==> config.mk <==
export PLATFORM = sky130hd
export DESIGN_NAME = dmem_arbiter
export DESIGN_NICKNAME = d
export VERILOG_FILES = /design/src/rtl/dmem_arb_pkg.sv /design/src/rtl/rr_arbiter2.sv /design/src/rtl/dmem_arbiter.sv
export SDC_FILE = /design/constraint.sdc
export NUM_CORES = 1
export LEC_CHECK = 0
export BUFFER_PORTS_ARGS = -buffer_cell sky130_fd_sc_hd__buf_2
export CORE_AREA = 2 2 120 122
export DETAILED_ROUTE_END_ITERATION = 7
export DIE_AREA = 0 0 122 124
export GPL_ROUTABILITY_DRIVEN = 1
export PLACE_DENSITY = 0.7
export SKIP_CTS_REPAIR_TIMING = 1
export SYNTH_ARGS = -nofsm -noshare
export SYNTH_HDL_FRONTEND = slang
export SYNTH_SLANG_ARGS = --single-unit
export TNS_END_PERCENT = 20
==> constraint.sdc <==
create_clock -name clk -period 1.6 [get_ports clk]
set_clock_uncertainty 0.1 [all_clocks]
set_input_delay 0.32 -clock clk [delete_from_list [all_inputs] [get_ports clk]]
set_output_delay 0.32 -clock clk [all_outputs]
set_load 0.005 [all_outputs]
==> src/rtl/dmem_arb_pkg.sv <==
// Shared constants for the two-master data-memory arbiter: FSM encoding,
// RV32 load/store size codes and the access legality rule.
package dmem_arb_pkg;

    localparam logic [1:0] ST_IDLE   = 2'd0;
    localparam logic [1:0] ST_ACCESS = 2'd1;
    localparam logic [1:0] ST_RESP   = 2'd2;

    localparam logic [2:0] LB  = 3'b000;
    localparam logic [2:0] LH  = 3'b001;
    localparam logic [2:0] LW  = 3'b010;
    localparam logic [2:0] LBU = 3'b100;
    localparam logic [2:0] LHU = 3'b101;
    localparam logic [2:0] SB  = 3'b000;
    localparam logic [2:0] SH  = 3'b001;
    localparam logic [2:0] SW  = 3'b010;

    // Unsigned sizes have no store form; halves and words must be naturally aligned.
    function automatic logic access_illegal(input logic we, input logic [2:0] funct3,
                                            input logic [1:0] addr_lo);
        logic ill;
        ill = 1'b0;
        case (funct3)
            3'b011, 3'b110, 3'b111: ill = 1'b1;
            3'b100:                 ill = we;
            3'b101:                 ill = we | addr_lo[0];
            3'b010:                 ill = |addr_lo;
            3'b001:                 ill = addr_lo[0];
            default:                ill = 1'b0;
        endcase
        return ill;
    endfunction

endpackage

==> src/rtl/rr_arbiter2.sv <==
// Two-way round-robin arbiter: one-hot grant, pointer advances only when a grant is taken.
module rr_arbiter2 (
    input  logic       clk,
    input  logic       rst,
    input  logic [1:0] req,
    input  logic       arb_en,
    output logic [1:0] grant
);

    // last_m1 = 1 means requester 1 won last, so requester 0 is favoured next.
    logic last_m1;

    always_comb begin
        grant = 2'b00;
        case (req)
            2'b01:   grant = 2'b01;
            2'b10:   grant = 2'b10;
            2'b11:   grant = last_m1 ? 2'b01 : 2'b10;
            default: grant = 2'b00;
        endcase
    end

    always_ff @(posedge clk) begin
        if (rst)
            last_m1 <= 1'b1;
        else if (arb_en && |req)
            last_m1 <= grant[1];
    end

endmodule

==> src/rtl/dmem_arbiter.sv <==
// Shares one data-memory port between two requesters with a fixed
// IDLE -> ACCESS -> RESP sequence (ack two cycles after the request is taken).
module dmem_arbiter
    import dmem_arb_pkg::*;
#(
    parameter int DATA_WIDTH = 32,
    parameter int ADDR_WIDTH = 32
) (
    input  logic                  clk,
    input  logic                  rst,
    input  logic                  m0_req,
    input  logic                  m0_we,
    input  logic [2:0]            m0_funct3,
    input  logic [ADDR_WIDTH-1:0] m0_addr,
    input  logic [DATA_WIDTH-1:0] m0_wdata,
    output logic                  m0_ack,
    output logic                  m0_err,
    output logic [DATA_WIDTH-1:0] m0_rdata,
    input  logic                  m1_req,
    input  logic                  m1_we,
    input  logic [2:0]            m1_funct3,
    input  logic [ADDR_WIDTH-1:0] m1_addr,
    input  logic [DATA_WIDTH-1:0] m1_wdata,
    output logic                  m1_ack,
    output logic                  m1_err,
    output logic [DATA_WIDTH-1:0] m1_rdata,
    output logic                  mem_wr_en,
    output logic [2:0]            mem_funct3,
    output logic [ADDR_WIDTH-1:0] mem_addr,
    output logic [DATA_WIDTH-1:0] mem_wr_data,
    input  logic [DATA_WIDTH-1:0] mem_rd_data
);

    typedef struct packed {
        logic                  we;
        logic [2:0]            funct3;
        logic [ADDR_WIDTH-1:0] addr;
        logic [DATA_WIDTH-1:0] wdata;
        logic                  id;
    } acc_t;

    logic [1:0]            state;
    logic [1:0]            req;
    logic [1:0]            grant;
    acc_t                  lat;
    logic [DATA_WIDTH-1:0] resp;
    logic                  ill;
    logic                  in_access;
    logic                  in_resp;

    assign req = {m1_req, m0_req};

    rr_arbiter2 u_arb (
        .clk    (clk),
        .rst    (rst),
        .req    (req),
        .arb_en (state == ST_IDLE),
        .grant  (grant)
    );

    assign ill = access_illegal(lat.we, lat.funct3, lat.addr[1:0]);

    always_ff @(posedge clk) begin
        if (rst) begin
            state <= ST_IDLE;
            lat   <= '0;
            resp  <= '0;
        end else begin
            case (state)
                ST_IDLE: if (|req) begin
                    state <= ST_ACCESS;
                    lat   <= grant[1] ? acc_t'{m1_we, m1_funct3, m1_addr, m1_wdata, 1'b1}
                                      : acc_t'{m0_we, m0_funct3, m0_addr, m0_wdata, 1'b0};
                end
                ST_ACCESS: begin
                    state <= ST_RESP;
                    resp  <= (!lat.we && !ill) ? mem_rd_data : '0;
                end
                ST_RESP: state <= ST_IDLE;
                default: state <= ST_IDLE;
            endcase
        end
    end

    assign in_access = (state == ST_ACCESS);
    assign in_resp   = (state == ST_RESP);

    // Memory port is quiet outside ACCESS so stale latched values never leak out.
    assign mem_wr_en   = in_access & lat.we & ~ill;
    assign mem_funct3  = in_access ? lat.funct3 : 3'b000;
    assign mem_addr    = in_access ? lat.addr   : '0;
    assign mem_wr_data = in_access ? lat.wdata  : '0;

    assign m0_ack   = in_resp & ~lat.id;
    assign m1_ack   = in_resp &  lat.id;
    assign m0_err   = m0_ack & ill;
    assign m1_err   = m1_ack & ill;
    assign m0_rdata = m0_ack ? resp : '0;
    assign m1_rdata = m1_ack ? resp : '0;

endmodule

==> results.md, run 1 <==
* Result of the run: complete, but fails checks
* Violations in the final reports: setup timing
* PwrDens at 919 nW/µm²
* Worst-case register-to-register setup slack at -0.01 ns
* Number of pins exceeding their max-slew limit in the final report at 0
* Peak supply drop at 0.000404 V
* Routability cong. at 0.817
* TritonCTS clock tree: done
* Class of the most critical hold timing path: in2reg
* Core Footprint at 13700 µm²
* Width of the die at 122 µm
* Detailed-route DRC error count at 0
* Setup repair after global routing missed its margin: yes
* Maximum number of pins on one net before global-route repair at 61
* Nature of the critical path startpoint: flop
* Power Total at 0.00692 W
* Slew @ Worst Pin at 0.294 ns
* Placed cell count at 1079
* Area growth from synthesis to final layout at 46.3%
* NetSw at 0.00190 W
* Clock share of power at 0.345
* Headroom to the max-slew limit at 0.804
* Total CTS buffers at 9
* Final Cycle Share at 1.20
* Maximum number of buffers from clock root to sink at 2
* Starting DRC count in detailed routing at 357
* Clk root buf: sky130_fd_sc_hd__clkbuf_16
* Sw Ratio at 0.275
* Fmax achieved at 520 MHz
* Leak pwr at 3.75 nW
* Final worst path period need at 1.92 ns
* DR vias at 5598
* Most common library cell in the layout ignoring fill and taps: sky130_fd_sc_hd__buf_2
* Reg2Reg Depth at 7
* Sequential fraction of the synthesis area at 0.404
* Fillers at 1334
* Routed Wire Length at 17.6 mm
* Syn_area_per_cell at 8.13 µm²
* Overflow left after global routing at 0
* NumNets Final at 1089
* Netlist Area Pre-Place at 5150 µm²
* Sequential cell area at 2090 µm²
* Register bit total from synthesis at 104
* Number of antenna diodes at 0
* Initial cell density of the core at 0.375
* Number of buffers inserted by port buffering at 307
* Number of distinct library cells after synthesis at 28
* Max capacitance violation total at 0
* Sequential cell fraction of total power at 0.436
* Final Instance Count excl. Fillers at 1102
* Wire per inst at 16.0 µm
* Total of endpoints with negative setup slack in the final report at 139
* Number of global-route vias before repair at 5018
* Wire length of the first global-routing pass at 25.4 mm
* Cell Rows at 43
* Worst Slack Setup Final at -0.323 ns
* Yosys warning count at 0
* CP Max Fanout at 11
* Crit end category: primary output
* Area occupied by multi-input gates at 2770 µm²
* Number of hold violations in the final report at 0
* Worst Hold End: resp[5]
* Internal power contribution at 0.00502 W
* WP data required at 1.18 ns
* Clock latency at the later pin of the worst-skew pair at 0.35 ns
* Iteration count of the initial detailed-routing pass at 4
* Net count after synthesis at 805
* Die Area at 15100 µm²
* TritonCTS sink count at 104
* Critical R2R Launch: state[1]
* Number of primary I/O pins at 308
* Endpoint of the most critical register-to-register path: resp[7]
* Number of antenna violations at the first check in global routing at 0
* Most used cells in the layout excluding fill and tap cells: 306 x sky130_fd_sc_hd__buf_2, 137 x sky130_fd_sc_hd__nand2_1, 129 x sky130_fd_sc_hd__and2_1, 98 x sky130_fd_sc_hd__dfxtp_1, 70 x sky130_fd_sc_hd__a21oi_1
* Synthesized instance count at 633
* Arrival time reported for the critical path endpoint at 1.50 ns
* Combinational cell fraction of total power at 0.219
* Final total negative setup slack at -32.86 ns
* Instance count along the most critical hold path at 2
* Vias per inst at 5.08
* Global router's overall resource usage at 0.213
* Clock-pin slew on the worst setup and hold paths at 0.07 ns
* Type of the worst setup path: reg2out
* Routed Antenna Nets at 0
* Layout cells sized above 1 at 0.403
* Start point of the worst min-delay path: mem_rd_data[5]
* H-tree lvl count at 3
* Half-perimeter wire length after placement at 11.8 mm
* Height of the die at 124 µm
power by group through the flow:
stage | registers, W | logic (W) | clock network [W]
after floorplan | 0.00300 | 0.000822 | 0
after global placement | 0.00306 | 0.00141 | 0
after detailed placement | 0.00307 | 0.00142 | 0
after CTS | 0.00301 | 0.00142 | 0.00245
after global routing | 0.00305 | 0.00167 | 0.00259
final | 0.00302 | 0.00152 | 0.00239
cells in the mapped netlist:
| cell type | count | area, µm² |
|---|---|---|
| sky130_fd_sc_hd__buf_4 | 11 | 82.6 |
| sky130_fd_sc_hd__inv_1 | 2 | 7.51 |
| sky130_fd_sc_hd__nor4_1 | 1 | 6.26 |
| sky130_fd_sc_hd__buf_6 | 3 | 33.8 |
| sky130_fd_sc_hd__a21oi_1 | 70 | 350 |
| sky130_fd_sc_hd__or2_1 | 2 | 12.5 |
| sky130_fd_sc_hd__o21ai_0 | 2 | 10.0 |
| sky130_fd_sc_hd__o211a_2 | 1 | 10.0 |
| sky130_fd_sc_hd__a22o_1 | 32 | 280 |
| sky130_fd_sc_hd__nor2_1 | 5 | 18.8 |
| sky130_fd_sc_hd__clkbuf_2 | 1 | 5.00 |
| sky130_fd_sc_hd__a21bo_1 | 1 | 10.0 |
| sky130_fd_sc_hd__a21o_1 | 1 | 7.51 |
| sky130_fd_sc_hd__dfxtp_1 | 104 | 2080 |
| sky130_fd_sc_hd__and2_1 | 131 | 820 |
| sky130_fd_sc_hd__clkbuf_1 | 24 | 90.1 |
| sky130_fd_sc_hd__buf_2 | 26 | 130 |
| sky130_fd_sc_hd__nor3b_2 | 1 | 12.5 |
| sky130_fd_sc_hd__and3b_1 | 1 | 8.76 |
| sky130_fd_sc_hd__nor2b_1 | 2 | 12.5 |
| sky130_fd_sc_hd__and3_1 | 1 | 6.26 |
| sky130_fd_sc_hd__nand3b_1 | 1 | 7.51 |
| sky130_fd_sc_hd__a311oi_1 | 68 | 596 |
| sky130_fd_sc_hd__nand2_1 | 137 | 514 |
| sky130_fd_sc_hd__a21boi_2 | 1 | 11.3 |
| sky130_fd_sc_hd__nand3_1 | 1 | 5.00 |
| sky130_fd_sc_hd__nor2_2 | 2 | 12.5 |
| sky130_fd_sc_hd__nor3_1 | 1 | 5.00 |
metrics by stage:
step                hold slack, ns  worst slack, ns  instance area, µm²  utilization
finish                      0.0796           -0.323                7530        0.549
CTS                         0.0622           -0.382                7340        0.535
global placement             0.370          -0.0697                7010        0.511
detailed placement           0.380       -0.0000174                7010        0.511
global route                0.0718           -0.378                7530        0.549
floorplan                    0.346           0.0810                5150            -
logic make-up after synthesis:
| group | after synthesis | synth area share |
|---|---|---|
| flops | 104 | 0.404 |
| buf+inv | 67 | 0.0678 |
| compound gates | 176 | 0.248 |
| simple gates | 286 | 0.280 |
flip-flops by register name (all words and copies together), names as in the netlist:
register       cells
resp              32
u_arb.last_m1      1
state              2
lat               69
routing by layer:
| layer | vias to the layer above | routed length (µm) | track usage |
|---|---|---|---|
| li1 | 2770 | - | - |
| met1 | 2559 | 7410 | 0.261 |
| met2 | 244 | 8540 | 0.368 |
| met3 | 25 | 1290 | 0.0449 |
| met4 | 0 | 351 | 0.0805 |
| met5 | - | 0 | 0 |
worst max-delay path by stage:
stage	start	to	slack, ns
after floorplan	state[0]	mem_wr_data[21]	0.08
after global placement	lat[33]	m0_err	-0.07
after detailed placement	lat[33]	m0_err	-0.00002
after CTS	lat[33]	m1_err	-0.38
after global routing	state[1]	mem_addr[17]	-0.38
final	state[1]	mem_addr[21]	-0.32
worst max-delay path, stage by stage (launching register included):
cell                        delay, ns
sky130_fd_sc_hd__dfxtp_2         0.34
sky130_fd_sc_hd__buf_6           0.12
sky130_fd_sc_hd__nor2b_4         0.12
sky130_fd_sc_hd__buf_12          0.16
sky130_fd_sc_hd__clkbuf_16       0.17
sky130_fd_sc_hd__and2_1          0.13
sky130_fd_sc_hd__buf_2           0.11
area by class of cell:
| class | count | share of cell area |
|---|---|---|
| clock buffer | 11 | 0.0322 |
| tap | 180 | 0.0299 |
| clock inverter | 5 | 0.0106 |
| timing repair buffer | 338 | 0.280 |
| multi-input combinational | 462 | 0.368 |
| sequential | 104 | 0.278 |
| inverter | 2 | 0.000997 |
No activity file was read; power rests on OpenSTA's default activity.
==> run 2, diff against run 1 <==
RECOVER_POWER = 100   (was unset)
==> run 2 against run 1 <==
Against the previous run: the run still ends with setup timing left; power about the same; register-to-register slack is essentially flat; global-route usage stayed put; via count about the same; die area unchanged; routed wire length about the same; maximum frequency hardly changed; critical path type unchanged; utilization unchanged; combinational power is essentially flat; critical path depth unchanged; clock power hardly changed.
==> results.md, run 2 (synthesis gave the netlist of run 1 again) <==
* Crit end category: primary output (unchanged)
* Number of buffers inserted by port buffering at 307 (unchanged)
* Number of antenna violations at the first check in global routing at 0 (unchanged)
* Placed cell count at 1079 (unchanged)
* Largest registers: lat (69), resp (32), state (2) (unchanged)
* Layout cells sized above 1 at 0.403 (unchanged)
* Total of endpoints with negative setup slack in the final report at 139 (unchanged)
* Setup repair after global routing missed its margin: yes (unchanged)
* Most common library cell in the layout ignoring fill and taps: sky130_fd_sc_hd__buf_2 (unchanged)
* Slew @ Worst Pin at 0.295 ns (was 0.294 ns)
* Sequential cell fraction of total power at 0.436 (about the same)
* Final worst path period need at 1.92 ns (about the same)
* Fmax achieved at 520 MHz (about the same)
* Final Instance Count excl. Fillers at 1102 (unchanged)
* Detailed-route DRC error count at 0 (unchanged)
* Final total negative setup slack at -33.01 ns (was -32.86 ns)
* NumNets Final at 1089 (unchanged)
* Initial cell density of the core at 0.375 (unchanged)
* Clk root buf: sky130_fd_sc_hd__clkbuf_16 (unchanged)
* Worst Hold Margin at 0.0796 ns (about the same)
* Nature of the critical path startpoint: flop (unchanged)
* Number of hold violations in the final report at 0 (unchanged)
* Flip-flop count of the largest register, all copies and words added at 69 (unchanged)
* Iteration count of the initial detailed-routing pass at 4 (unchanged)
* TritonCTS clock tree: done (unchanged)
* Routed Wire Length at 17.6 mm (about the same)
* Clock latency at the later pin of the worst-skew pair at 0.35 ns (about the same)
* Number of primary I/O pins at 308 (unchanged)
* Cell Rows at 43 (unchanged)
* Maximum number of pins on one net before global-route repair at 61 (unchanged)
* Internal power contribution at 0.00502 W (about the same)
* Maximum number of buffers from clock root to sink at 2 (unchanged)
* Arrival time reported for the critical path endpoint at 1.50 ns (about the same)
* Routability cong. at 0.817 (unchanged)
* Global router's overall resource usage at 0.213 (unchanged)
* Headroom to the max-slew limit at 0.804 (about the same)
* Wire length of the first global-routing pass at 25.4 mm (unchanged)
* Clock-pin slew on the worst setup and hold paths at 0.07 ns (about the same)
* Number of antenna diodes at 0 (unchanged)
* Max capacitance violation total at 0 (unchanged)
* Number of pins exceeding their max-slew limit in the final report at 0 (unchanged)
* Area growth from synthesis to final layout at 46.3% (unchanged)
* Final Cycle Share at 1.20 (about the same)
* Peak supply drop at 0.000404 V (unchanged)
* CP Max Fanout at 11 (unchanged)
* Half-perimeter wire length after placement at 11.8 mm (unchanged)
* Type of the worst setup path: reg2out (unchanged)
* Leak pwr at 3.75 nW (about the same)
* Most used cells in the layout excluding fill and tap cells: 306 x sky130_fd_sc_hd__buf_2, 137 x sky130_fd_sc_hd__nand2_1, 129 x sky130_fd_sc_hd__and2_1, 98 x sky130_fd_sc_hd__dfxtp_1, 70 x sky130_fd_sc_hd__a21oi_1 (unchanged)
* Sw Ratio at 0.275 (about the same)
* Slowest cell delay on critical path at 0.34 ns (about the same)
* DR vias at 5600 (was 5598)
* Violations in the final reports: setup timing (unchanged)
* Height of the die at 124 µm (unchanged)
* Result of the run: complete, but fails checks (unchanged)
* Number of global-route vias before repair at 5018 (unchanged)
* Finished Core Util at 0.549 (unchanged)
* Routed Antenna Nets at 0 (unchanged)
* Class of the most critical hold timing path: in2reg (unchanged)
* NetSw at 0.00190 W (about the same)
* Clock share of power at 0.345 (about the same)
* WP data required at 1.18 ns (about the same)
* Starting DRC count in detailed routing at 354 (was 357)
* PwrDens at 919 nW/µm² (about the same)
* Ordered list of cells on the worst path: buf_6 > nor2b_4 > buf_12 > clkbuf_16 > and2_1 > buf_2 (unchanged)
* Wire per inst at 16.0 µm (about the same)
* Die Area at 15100 µm² (unchanged)
* Master of the slowest instance on the critical path: sky130_fd_sc_hd__dfxtp_2 (unchanged)
* Vias per inst at 5.08 (about the same)
* Power Total at 0.00692 W (about the same)
* Register ranked first by flip-flop count: lat (unchanged)
* Core Footprint at 13700 µm² (unchanged)
* H-tree lvl count at 3 (unchanged)
* Total CTS buffers at 9 (unchanged)
* Combinational cell fraction of total power at 0.219 (about the same)
* TritonCTS sink count at 104 (unchanged)
* Width of the die at 122 µm (unchanged)
* Overflow left after global routing at 0 (unchanged)
* Worst Slack Setup Final at -0.324 ns (was -0.323 ns)
[run 2: power groups by stage]
stage               Sequential (W)  Combinational, W  Clock, W
finish                     0.00302           0.00152   0.00239
global route               0.00305           0.00167   0.00259
CTS                        0.00301           0.00142   0.00245
detailed placement         0.00307           0.00142         0
global placement           0.00306           0.00141         0
floorplan                  0.00300          0.000822         0
[run 2: worst paths after layout]
check | startpoint | end | slack (ns) | depth (start not counted)
worst min-delay path | mem_rd_data[5] | resp[5] | 0.08 | 2
worst min register to register | resp[16] | resp[16] | 0.39 | 1
worst max-delay path | state[1] | mem_addr[21] | -0.32 | 6
worst max register to register | state[1] | resp[7] | -0.01 | 7
[run 2: critical path: cells and delay by family, from the launching register on]
kind                   cells  cell delay, ns
buffers and inverters      4            0.56
and+or+nand+nor            2            0.25
DFF                        1            0.34
[run 2: layer usage]
layer | vias to the layer above | wire, µm | GRT usage | part of all wire
met5 | - | 0 | 0 | 0
met4 | 0 | 351 | 0.0805 | 0.020
met3 | 25 | 1290 | 0.0449 | 0.073
met2 | 244 | 8540 | 0.368 | 0.49
met1 | 2561 | 7410 | 0.261 | 0.42
li1 | 2770 | - | - | -
[run 2: area by class of cell]
cell class	count	area [µm²]
Clock buffer	11	243
Tap cell	180	225
Timing Repair Buffer	338	2110
Inverter	2	7.51
Sequential cell	104	2090
Clock inverter	5	80.1
Fill cell	1334	6190
Multi-Input combinational cell	462	2770
[run 2: metrics by stage]
stage / area (µm²) / setup WS (ns)
after floorplan: 5150 / 0.0810
after global placement: 7010 / -0.0697
after detailed placement: 7010 / -0.0000174
after CTS: 7340 / -0.382
after global routing: 7530 / -0.378
final: 7530 / -0.324
